### src/rtl/instr_byte_fetch_unit.sv
// Instruction fetch unit: reads four big-endian bytes per instruction, hands the
// assembled word to decode over valid/ready, and halts after a run of accepted NOPs.
module instr_byte_fetch_unit #(
    parameter int                ADDR_W         = 8,
    parameter logic [ADDR_W-1:0] RESET_PC       = '0,
    parameter int                NOP_HALT_COUNT = 4
) (
    input  logic              clk,
    input  logic              reset,
    output logic              mem_rd_en,
    output logic [ADDR_W-1:0] mem_addr,
    input  logic [7:0]        mem_rd_data,
    output logic [31:0]       instr,
    output logic [ADDR_W-1:0] instr_pc,
    output logic              instr_valid,
    input  logic              instr_ready,
    input  logic              redirect_en,
    input  logic [ADDR_W-1:0] redirect_pc,
    output logic              halted,
    output logic [2:0]        nop_count
);

    typedef enum logic [1:0] {S_FETCH, S_HOLD, S_HALT} state_t;

    localparam logic [2:0]        NOP_MAX   = 3'(NOP_HALT_COUNT);
    localparam logic [ADDR_W-1:0] WORD_MASK = {{(ADDR_W-2){1'b1}}, 2'b00};

    state_t            state_q, state_d;
    logic [ADDR_W-1:0] pc_q, pc_d;
    logic [2:0]        idx_q, idx_d;
    logic [31:0]       instr_q, instr_d;
    logic [2:0]        nop_q, nop_d;
    logic [2:0]        nop_upd;
    logic              xfer;

    // idx_q counts read cycles issued; byte idx_q-1 returns while idx_q is 1..4.
    always_comb begin
        state_d = state_q;
        pc_d    = pc_q;
        idx_d   = idx_q;
        instr_d = instr_q;
        nop_d   = nop_q;
        xfer    = (state_q == S_HOLD) && instr_ready;
        nop_upd = 3'd0;
        if (instr_q == 32'h0) begin
            nop_upd = (nop_q >= NOP_MAX) ? NOP_MAX : nop_q + 3'd1;
        end

        case (state_q)
            S_FETCH: begin
                case (idx_q)
                    3'd1: instr_d[31:24] = mem_rd_data;
                    3'd2: instr_d[23:16] = mem_rd_data;
                    3'd3: instr_d[15:8]  = mem_rd_data;
                    3'd4: begin
                        instr_d[7:0] = mem_rd_data;
                        state_d      = S_HOLD;
                    end
                    default: ;
                endcase
                if (idx_q != 3'd4) begin
                    idx_d = idx_q + 3'd1;
                end
            end
            S_HOLD: begin
                if (xfer) begin
                    nop_d   = nop_upd;
                    pc_d    = pc_q + ADDR_W'(4);
                    idx_d   = 3'd0;
                    state_d = (nop_upd == NOP_MAX) ? S_HALT : S_FETCH;
                end
            end
            default: ;
        endcase

        // A redirect wins over halt and drops any byte still returning from the old fetch.
        if (redirect_en) begin
            pc_d    = redirect_pc & WORD_MASK;
            idx_d   = 3'd0;
            state_d = S_FETCH;
            instr_d = instr_q;
            if (state_q == S_HALT) begin
                nop_d = 3'd0;
            end
        end
    end

    always_ff @(posedge clk) begin
        instr_q <= instr_d;
        if (reset) begin
            state_q <= S_FETCH;
            pc_q    <= RESET_PC;
            idx_q   <= 3'd0;
            nop_q   <= 3'd0;
        end else begin
            state_q <= state_d;
            pc_q    <= pc_d;
            idx_q   <= idx_d;
            nop_q   <= nop_d;
        end
    end

    assign mem_rd_en   = !reset && (state_q == S_FETCH) && (idx_q != 3'd4) && !redirect_en;
    assign mem_addr    = reset ? RESET_PC : pc_q + ADDR_W'(idx_q);
    assign instr_valid = !reset && (state_q == S_HOLD);
    assign instr       = instr_valid ? instr_q : 32'h0;
    assign instr_pc    = instr_valid ? pc_q : '0;
    assign halted      = !reset && (state_q == S_HALT);
    assign nop_count   = reset ? 3'd0 : nop_q;

endmodule

### config.mk
export PLATFORM = sky130hd
export DESIGN_NAME = instr_byte_fetch_unit
export DESIGN_NICKNAME = d
export VERILOG_FILES = /design/src/rtl/instr_byte_fetch_unit.sv
export SDC_FILE = /design/constraint.sdc
export NUM_CORES = 1
export LEC_CHECK = 0
export BUFFER_PORTS_ARGS = -buffer_cell sky130_fd_sc_hd__buf_4
export CAP_MARGIN = 25
export CORE_MARGIN = 5
export CORE_UTILIZATION = 52
export DETAILED_ROUTE_END_ITERATION = 10
export GPL_TIMING_DRIVEN = 0
export PLACE_DENSITY_LB_ADDON = 0.1
export SLEW_MARGIN = 0
export SYNTH_ARGS = -nofsm -noshare
export SYNTH_HDL_FRONTEND = slang
export SYNTH_SLANG_ARGS = --single-unit
### constraint.sdc
create_clock -name clk -period 4.35 [get_ports clk]
set_input_delay 0.6525 -clock clk [delete_from_list [all_inputs] [get_ports clk]]
set_output_delay 0.6525 -clock clk [all_outputs]
set_load 0.01 [all_outputs]
==> results.sh, run 1 <==
export IMPL_floorplan_die_area_mm2=0.005855
export IMPL_cts_made_buffers=5
export IMPL_finish_utilization_pct=68.98
export IMPL_worstSetupPathDepth=6
export IMPL_asyncSetResetFlopFracSynth_pct=0
export IMPL_worstPathArrival_ps=1920
export IMPL_synthAdderAreaFrac_pct=5.438
export IMPL_power_density_cell_area_mw_per_mm2=266.4
export IMPL_cts_clk_slew_worst_paths_ps=80
export IMPL_tritoncts_clock_tree="done"
export IMPL_switchingPower_mw=0.1780
export IMPL_route_vias_total=1760
export IMPL_insertedDiodeCount=0
export IMPL_drt_iter0_drc=78
export IMPL_power_static_leakage_nw=1.254
export IMPL_yosys_most_used_dff="sky130_fd_sc_hd__edfxtp_1"
export IMPL_worst_reg2reg_path_endpoint="instr_q[1]"
export IMPL_crit_path_frequent_cell="sky130_fd_sc_hd__buf_4"
export IMPL_synth_distinct_cells=44
export IMPL_number_of_antenna_violations_at_the_first_check_in_global_routing=0
export IMPL_crit_path_max_fanout=10
export IMPL_ys_seq_elements=46
export IMPL_switching_share_pct=22.41
export IMPL_synthesized_area_per_cell_um2=10.85
export IMPL_clock_power_share_pct=32.0
export IMPL_initial_core_util_pct=53.21
export IMPL_dp_final_hpwl_mm=3.850
export IMPL_area_delta_synth_final_pct=29.64
export IMPL_postCtsHoldBufs=0
export IMPL_setup_viol=0
export IMPL_cell_count_after_synthesis=212
export IMPL_yosysMostFrequentCell="sky130_fd_sc_hd__and2_1"
export IMPL_synth_mux_area_fraction_pct=1.794
export IMPL_rsz_0062_raised_after_global_routing="no"
export IMPL_max_slew_margin_pct=33.22
export IMPL_required_time_at_the_worst_slack_endpoint_ps=3700
export IMPL_path_class="in2out"
export IMPL_result_of_the_run="finished, final reports clean"
export IMPL_fp_coreArea_mm2=0.004324
export IMPL_synth_top_cell_area_share_pct=41.76
export IMPL_hold_viol=0
export IMPL_htreeDepth=2
export IMPL_grt_pass1_vias=1634
export IMPL_gpl_final_weighted_congestion=0.7963
export IMPL_largest_stage_delay_on_the_critical_path_ps=350
export IMPL_syn_area_mm2=0.002301
export IMPL_seq_power_share_pct=60.6
export IMPL_synthXorXnorAreaFrac_pct=3.426
export IMPL_crit_path_top_delay_cell="sky130_fd_sc_hd__clkbuf_1"
export IMPL_numPortBuffers=68
export IMPL_worstPathCellList="buf_4, nor3_1, clkbuf_1, clkbuf_2, and2_1, buf_4"
export IMPL_fin_crit_sh_pct=59.17
export IMPL_cts_num_sinks=46
export IMPL_reg_to_reg_start="idx_q[0]"
export IMPL_cts_repair_timing_setup_buffer_count=0
export IMPL_die_span_in_y_um=76.52
export IMPL_worst_slew_pin_slew_ps=993.5
export IMPL_route_detailed_vias_per_inst=5.161
export IMPL_post_cts_gate_resize_count=0
export IMPL_globalRouteOverflowTotal=0
export IMPL_hp_class="in2reg"
export IMPL_design_power_total_mw=0.7945
export IMPL_fmax_ghz=0.3885
export IMPL_synth_compound_area_share_pct=5.383
export IMPL_comb_power_share_pct=7.3
export IMPL_worst_skew_pair_late_latency_ps=290
export IMPL_placement_row_count=24
export IMPL_grt_first_pass_wirelength_mm=8.169
export IMPL_maxSlewViolCount=0
export IMPL_final_setup_skew_ps=2.904
export IMPL_nNetsFinal=318
export IMPL_synth_largest_area_cell="sky130_fd_sc_hd__edfxtp_1"
export IMPL_synth_commonest_cells="39 x sky130_fd_sc_hd__and2_1, 32 x sky130_fd_sc_hd__edfxtp_1, 21 x sky130_fd_sc_hd__nor2_1, 14 x sky130_fd_sc_hd__dfxtp_1"
export IMPL_r2r_slack_ps=2440
export IMPL_grt_start_max_net_pins=16
export IMPL_floorplan_io_pins=74
export IMPL_worst_path_dominant_cell_family="buffers and inverters"
export IMPL_internal_power_mw=0.6165
export IMPL_fin_worst_hold_slack_ps=560.2
export IMPL_drt_wirelength_per_cell_um=14.55
export IMPL_drtPass1Iterations=4
export IMPL_synth_top_family_by_area="simple AND/OR/NAND/NOR gates"
export IMPL_max_clock_path_buffers=2
export IMPL_setup_ws_ps=1776
export IMPL_timing_critical_path_from="reset"
export IMPL_critical_path_startpoint_type="input port"
export IMPL_cts_root_buffer_cell="sky130_fd_sc_hd__clkbuf_8"
export IMPL_tns_ps=0
export IMPL_synth_edff_count=32
export IMPL_ys_warn_count=0
export IMPL_globalRouteTotalUtil_pct=17.16
export IMPL_number_of_remaining_drc_errors=0
export IMPL_worstSetupEndpointType="primary output"
export IMPL_ys_top_cells_by_area="sky130_fd_sc_hd__edfxtp_1 42%, sky130_fd_sc_hd__dfxtp_1 12%, sky130_fd_sc_hd__and2_1 11%"
export IMPL_max_cap_viols=0
export IMPL_final_layout_size_suffix_gt1_share_pct=31.49
export IMPL_detail_route_antenna_nets=0
export IMPL_simple_gate_share_of_the_synthesized_area_pct=24.90
export IMPL_max_vdd_ir_drop_v=0.0003118
export IMPL_rr_worst_depth=4
export IMPL_period_needed_ps=2574
export IMPL_floorplan_die_width_um=76.52
export IMPL_buffers_and_inverters_on_the_worst_path=4
export IMPL_routed_wirelength_mm=4.962
export IMPL_yosysSeqAreaShare_pct=53.94
export IMPL_place_ws_ps=1779
export IMPL_cp_endpoint="instr[25]"
power groups by stage:
stage | clock, mW | combinational [mW] | sequential (mW)
3_5_place_dp | 0 | 0.0587 | 0.492
6_report | 0.254 | 0.0582 | 0.482
4_1_cts | 0.259 | 0.0588 | 0.482
2_1_floorplan | 0 | 0.0313 | 0.490
3_3_place_gp | 0 | 0.0579 | 0.492
5_1_grt | 0.285 | 0.0656 | 0.483
cells by family after synthesis:
kind of cell             Yosys count
AO/OA/AOI/OAI                     17
XOR/XNOR                           9
adder cells (fa/ha/maj)           10
buffers and inverters             26
flip-flops                        46
multiplexers                       4
other                              1
AND/OR/NAND/NOR                   99
registers in the layout (all words and copies together) (netlist names):
register	count
nop_q	3
idx_q	3
state_q	2
instr_q	32
pc_q	6
routing by layer:
metal	routed length, um	up-vias	track usage, %
met5	0	-	0
met4	32	0	3.147
met3	424	4	6.974
met2	2272	62	25.51
met1	2232	812	23.76
li1	-	882	-
layout make-up:
type | count | area, um2
clock buffer | 5 | 68.82
inverter | 10 | 37.54
multi-input combinational | 141 | 962.2
timing repair buffer | 68 | 510.5
clock inverter | 3 | 21.27
buffer | 16 | 76.32
fill | 359 | 1341
tap | 52 | 65.06
sequential | 46 | 1241
through the flow:
step | instance area [um2] | cells
finish | 2983 | 341
global route | 2983 | 341
CTS | 2983 | 341
detailed placement | 2893 | 333
global placement | 2880 | 333
floorplan | 2305 | 213
cells in the final DEF (no fill, tap or decap), types with 3 or more instances in the layout:
cell and n:
sky130_fd_sc_hd__xnor2_1 7, sky130_fd_sc_hd__nor2b_1 3, sky130_fd_sc_hd__buf_2 3, sky130_fd_sc_hd__clkbuf_8 5
sky130_fd_sc_hd__dfxtp_1 14, sky130_fd_sc_hd__buf_4 71, sky130_fd_sc_hd__nand2_1 4, sky130_fd_sc_hd__inv_1 10
sky130_fd_sc_hd__ha_1 10, sky130_fd_sc_hd__and2_1 39, sky130_fd_sc_hd__clkbuf_1 8, sky130_fd_sc_hd__mux2i_1 3
sky130_fd_sc_hd__nor3_1 3, sky130_fd_sc_hd__nor2_1 21, sky130_fd_sc_hd__edfxtp_1 32, sky130_fd_sc_hd__a21oi_1 5
sky130_fd_sc_hd__o21a_1 3, sky130_fd_sc_hd__nor4_1 8, sky130_fd_sc_hd__nand4_1 5
worst min path at each step:
stage	from	to	slack [ps]	cells past startpoint
2_1_floorplan	nop_q[2]	nop_q[2]	510	2
3_3_place_gp	nop_q[2]	nop_q[2]	540	2
3_5_place_dp	nop_q[2]	nop_q[2]	540	2
4_1_cts	mem_rd_data[6]	instr_q[30]	560	1
5_1_grt	mem_rd_data[5]	instr_q[13]	550	1
6_report	mem_rd_data[6]	instr_q[22]	560	1
(Power assumes the default switching activity.)
==> run 2: changes to the inputs <==
CORE_UTILIZATION = 46   (was 52)
clock period = 2.2 ns   (was 4.35 ns; I/O delays follow)
==> results.sh, run 2 (synthesis results as in run 1) <==
export IMPL_postCtsHoldBufs=0
export IMPL_met3_length_um=300
export IMPL_gpl_final_weighted_congestion=0.7554
export IMPL_max_clock_path_buffers=2
export IMPL_clock_power_share_pct=31.5
export IMPL_numPortBuffers=68
export IMPL_met2_length_mm=2.564
export IMPL_cts_root_buffer_cell="sky130_fd_sc_hd__clkbuf_8"
export IMPL_power_static_leakage_nw=1.262
export IMPL_grt_first_pass_wirelength_mm=7.893
export IMPL_cts_num_sinks=46
export IMPL_top_register="instr_q"
export IMPL_switchingPower_mw=0.3501
export IMPL_comb_power_share_pct=7.4
export IMPL_worst_slew_pin_slew_ps=841.6
export IMPL_route_vias_total=1734
export IMPL_power_density_cell_area_mw_per_mm2=520.8
export IMPL_rr_worst_depth=5
export IMPL_layout_filler_cells=416
export IMPL_globalRouteTotalUtil_pct=16.02
export IMPL_max_cap_viols=0
export IMPL_floorplan_die_width_um=80.73
export IMPL_commonest_cells_after_routing_fill_and_taps_aside="71 x sky130_fd_sc_hd__buf_4, 39 x sky130_fd_sc_hd__and2_1, 32 x sky130_fd_sc_hd__edfxtp_1, 21 x sky130_fd_sc_hd__nor2_1, 14 x sky130_fd_sc_hd__dfxtp_1"
export IMPL_placement_row_count=25
export IMPL_fin_worst_hold_slack_ps=239.4
export IMPL_mostFrequentLayoutCell="sky130_fd_sc_hd__buf_4"
export IMPL_worst_skew_pair_late_latency_ps=300
export IMPL_fmax_ghz=0.4965
export IMPL_drt_wirelength_per_cell_um=14.34
export IMPL_final_cell_area_mm2=0.002995
export IMPL_design_power_total_mw=1.560
export IMPL_registers_with_the_most_flip_flops="instr_q x32, pc_q x6"
export IMPL_fin_crit_sh_pct=91.54
export IMPL_grt_start_max_net_pins=14
export IMPL_dp_final_hpwl_mm=3.992
export IMPL_setup_viol=0
export IMPL_grt_pass1_vias=1691
export IMPL_worstSetupEndpointType="primary output"
export IMPL_highest_layer="met4"
export IMPL_cts_clk_slew_worst_paths_ps=80
export IMPL_routed_wirelength_mm=5.105
export IMPL_area_delta_synth_final_pct=30.18
export IMPL_htreeDepth=2
export IMPL_required_time_at_the_worst_slack_endpoint_ps=1870
export IMPL_initial_core_util_pct=48.08
export IMPL_rsz_0062_raised_after_global_routing="no"
export IMPL_hp_class="in2reg"
export IMPL_hold_viol=0
export IMPL_final_setup_skew_ps=6.850
export IMPL_maxSlewViolCount=0
export IMPL_final_layout_size_suffix_gt1_share_pct=31.83
export IMPL_tritoncts_clock_tree="done"
export IMPL_drt_iter0_drc=64
export IMPL_max_vdd_ir_drop_v=0.0003384
export IMPL_route_detailed_vias_per_inst=4.871
export IMPL_number_of_remaining_drc_errors=0
export IMPL_drtPass1Iterations=4
export IMPL_met1_length_mm=2.177
export IMPL_seq_power_share_pct=61.1
export IMPL_placed_instance_area_mm2=0.002910
export IMPL_floorplan_die_area_mm2=0.006517
export IMPL_number_of_antenna_violations_at_the_first_check_in_global_routing=0
export IMPL_tns_ps=0
export IMPL_switching_share_pct=22.45
export IMPL_critical_path_startpoint_type="flip-flop"
export IMPL_period_needed_ps=2014
export IMPL_finish_utilization_pct=62.59
export IMPL_path_class="reg2out"
export IMPL_floorplan_io_pins=74
export IMPL_nNetsFinal=319
export IMPL_die_span_in_y_um=80.73
export IMPL_cts_made_buffers=5
export IMPL_insertedDiodeCount=0
export IMPL_worst_hold_path_num_cells=1
export IMPL_worstPathArrival_ps=1680
export IMPL_result_of_the_run="finished, final reports clean"
export IMPL_globalRouteOverflowTotal=0
export IMPL_largest_register_ff_count=32
export IMPL_internal_power_mw=1.210
export IMPL_fp_coreArea_mm2=0.004786
export IMPL_max_slew_margin_pct=43.75
export IMPL_crit_path_max_fanout=6
export IMPL_detail_route_antenna_nets=0
-- run 2: layer usage --
layer,up-vias,global-route usage (%)
met5,-,0
met4,0,5.236
met3,6,4.036
met2,54,28.31
met1,794,18.96
li1,880,-
-- run 2: metrics by stage --
step	std cells	setup WS [ps]
floorplan	213	158.2
global placement	348	-225.8
detailed placement	349	176.9
CTS	356	82.73
global route	356	73.60
finish	356	186.1
-- run 2: worst paths after layout --
check                 startpoint          end  slack (ps)
setup reg to reg        idx_q[0]   instr_q[4]         300
setup / recovery         pc_q[2]  mem_addr[6]         190
hold / removal    mem_rd_data[2]  instr_q[10]         240
hold reg to reg         nop_q[2]     nop_q[2]         570
-- run 2: worst max-delay path, stage by stage, from the launching register on --
cell                      delay [ps]
sky130_fd_sc_hd__dfxtp_1         460
sky130_fd_sc_hd__ha_1            220
sky130_fd_sc_hd__ha_1            190
sky130_fd_sc_hd__nand3_1         100
sky130_fd_sc_hd__xor2_1          160
sky130_fd_sc_hd__nor2_1          110
sky130_fd_sc_hd__buf_4           140
-- run 2: area by class of cell --
| cell class | instances | area [um2] | area share [%] |
|---|---|---|---|
| Inverter | 10 | 37.54 | 1.253 |
| Multi-Input combinational cell | 141 | 960.9 | 32.08 |
| Clock inverter | 2 | 10.01 | 0.3342 |
| Tap cell | 67 | 83.83 | 2.799 |
| Sequential cell | 46 | 1241 | 41.44 |
| Clock buffer | 5 | 68.82 | 2.297 |
| Buffer | 16 | 77.57 | 2.590 |
| Timing Repair Buffer | 69 | 515.5 | 17.21 |
-- run 2: power by group through the flow --
stage | registers [mW] | clock network (mW) | logic, mW
floorplan | 0.970 | 0 | 0.0620
global placement | 0.972 | 0 | 0.115
detailed placement | 0.973 | 0 | 0.116
CTS | 0.953 | 0.502 | 0.117
global route | 0.955 | 0.530 | 0.128
finish | 0.953 | 0.491 | 0.116
-- run 2: timing repair --
action | 4_1_cts | 5_1_grt
setup endpoints to repair | 10 | 13
setup buffers | 0 | 0
resized for setup | 1 | 1
cloned | 0 | 0
hold endpoints to repair | 0 | 0
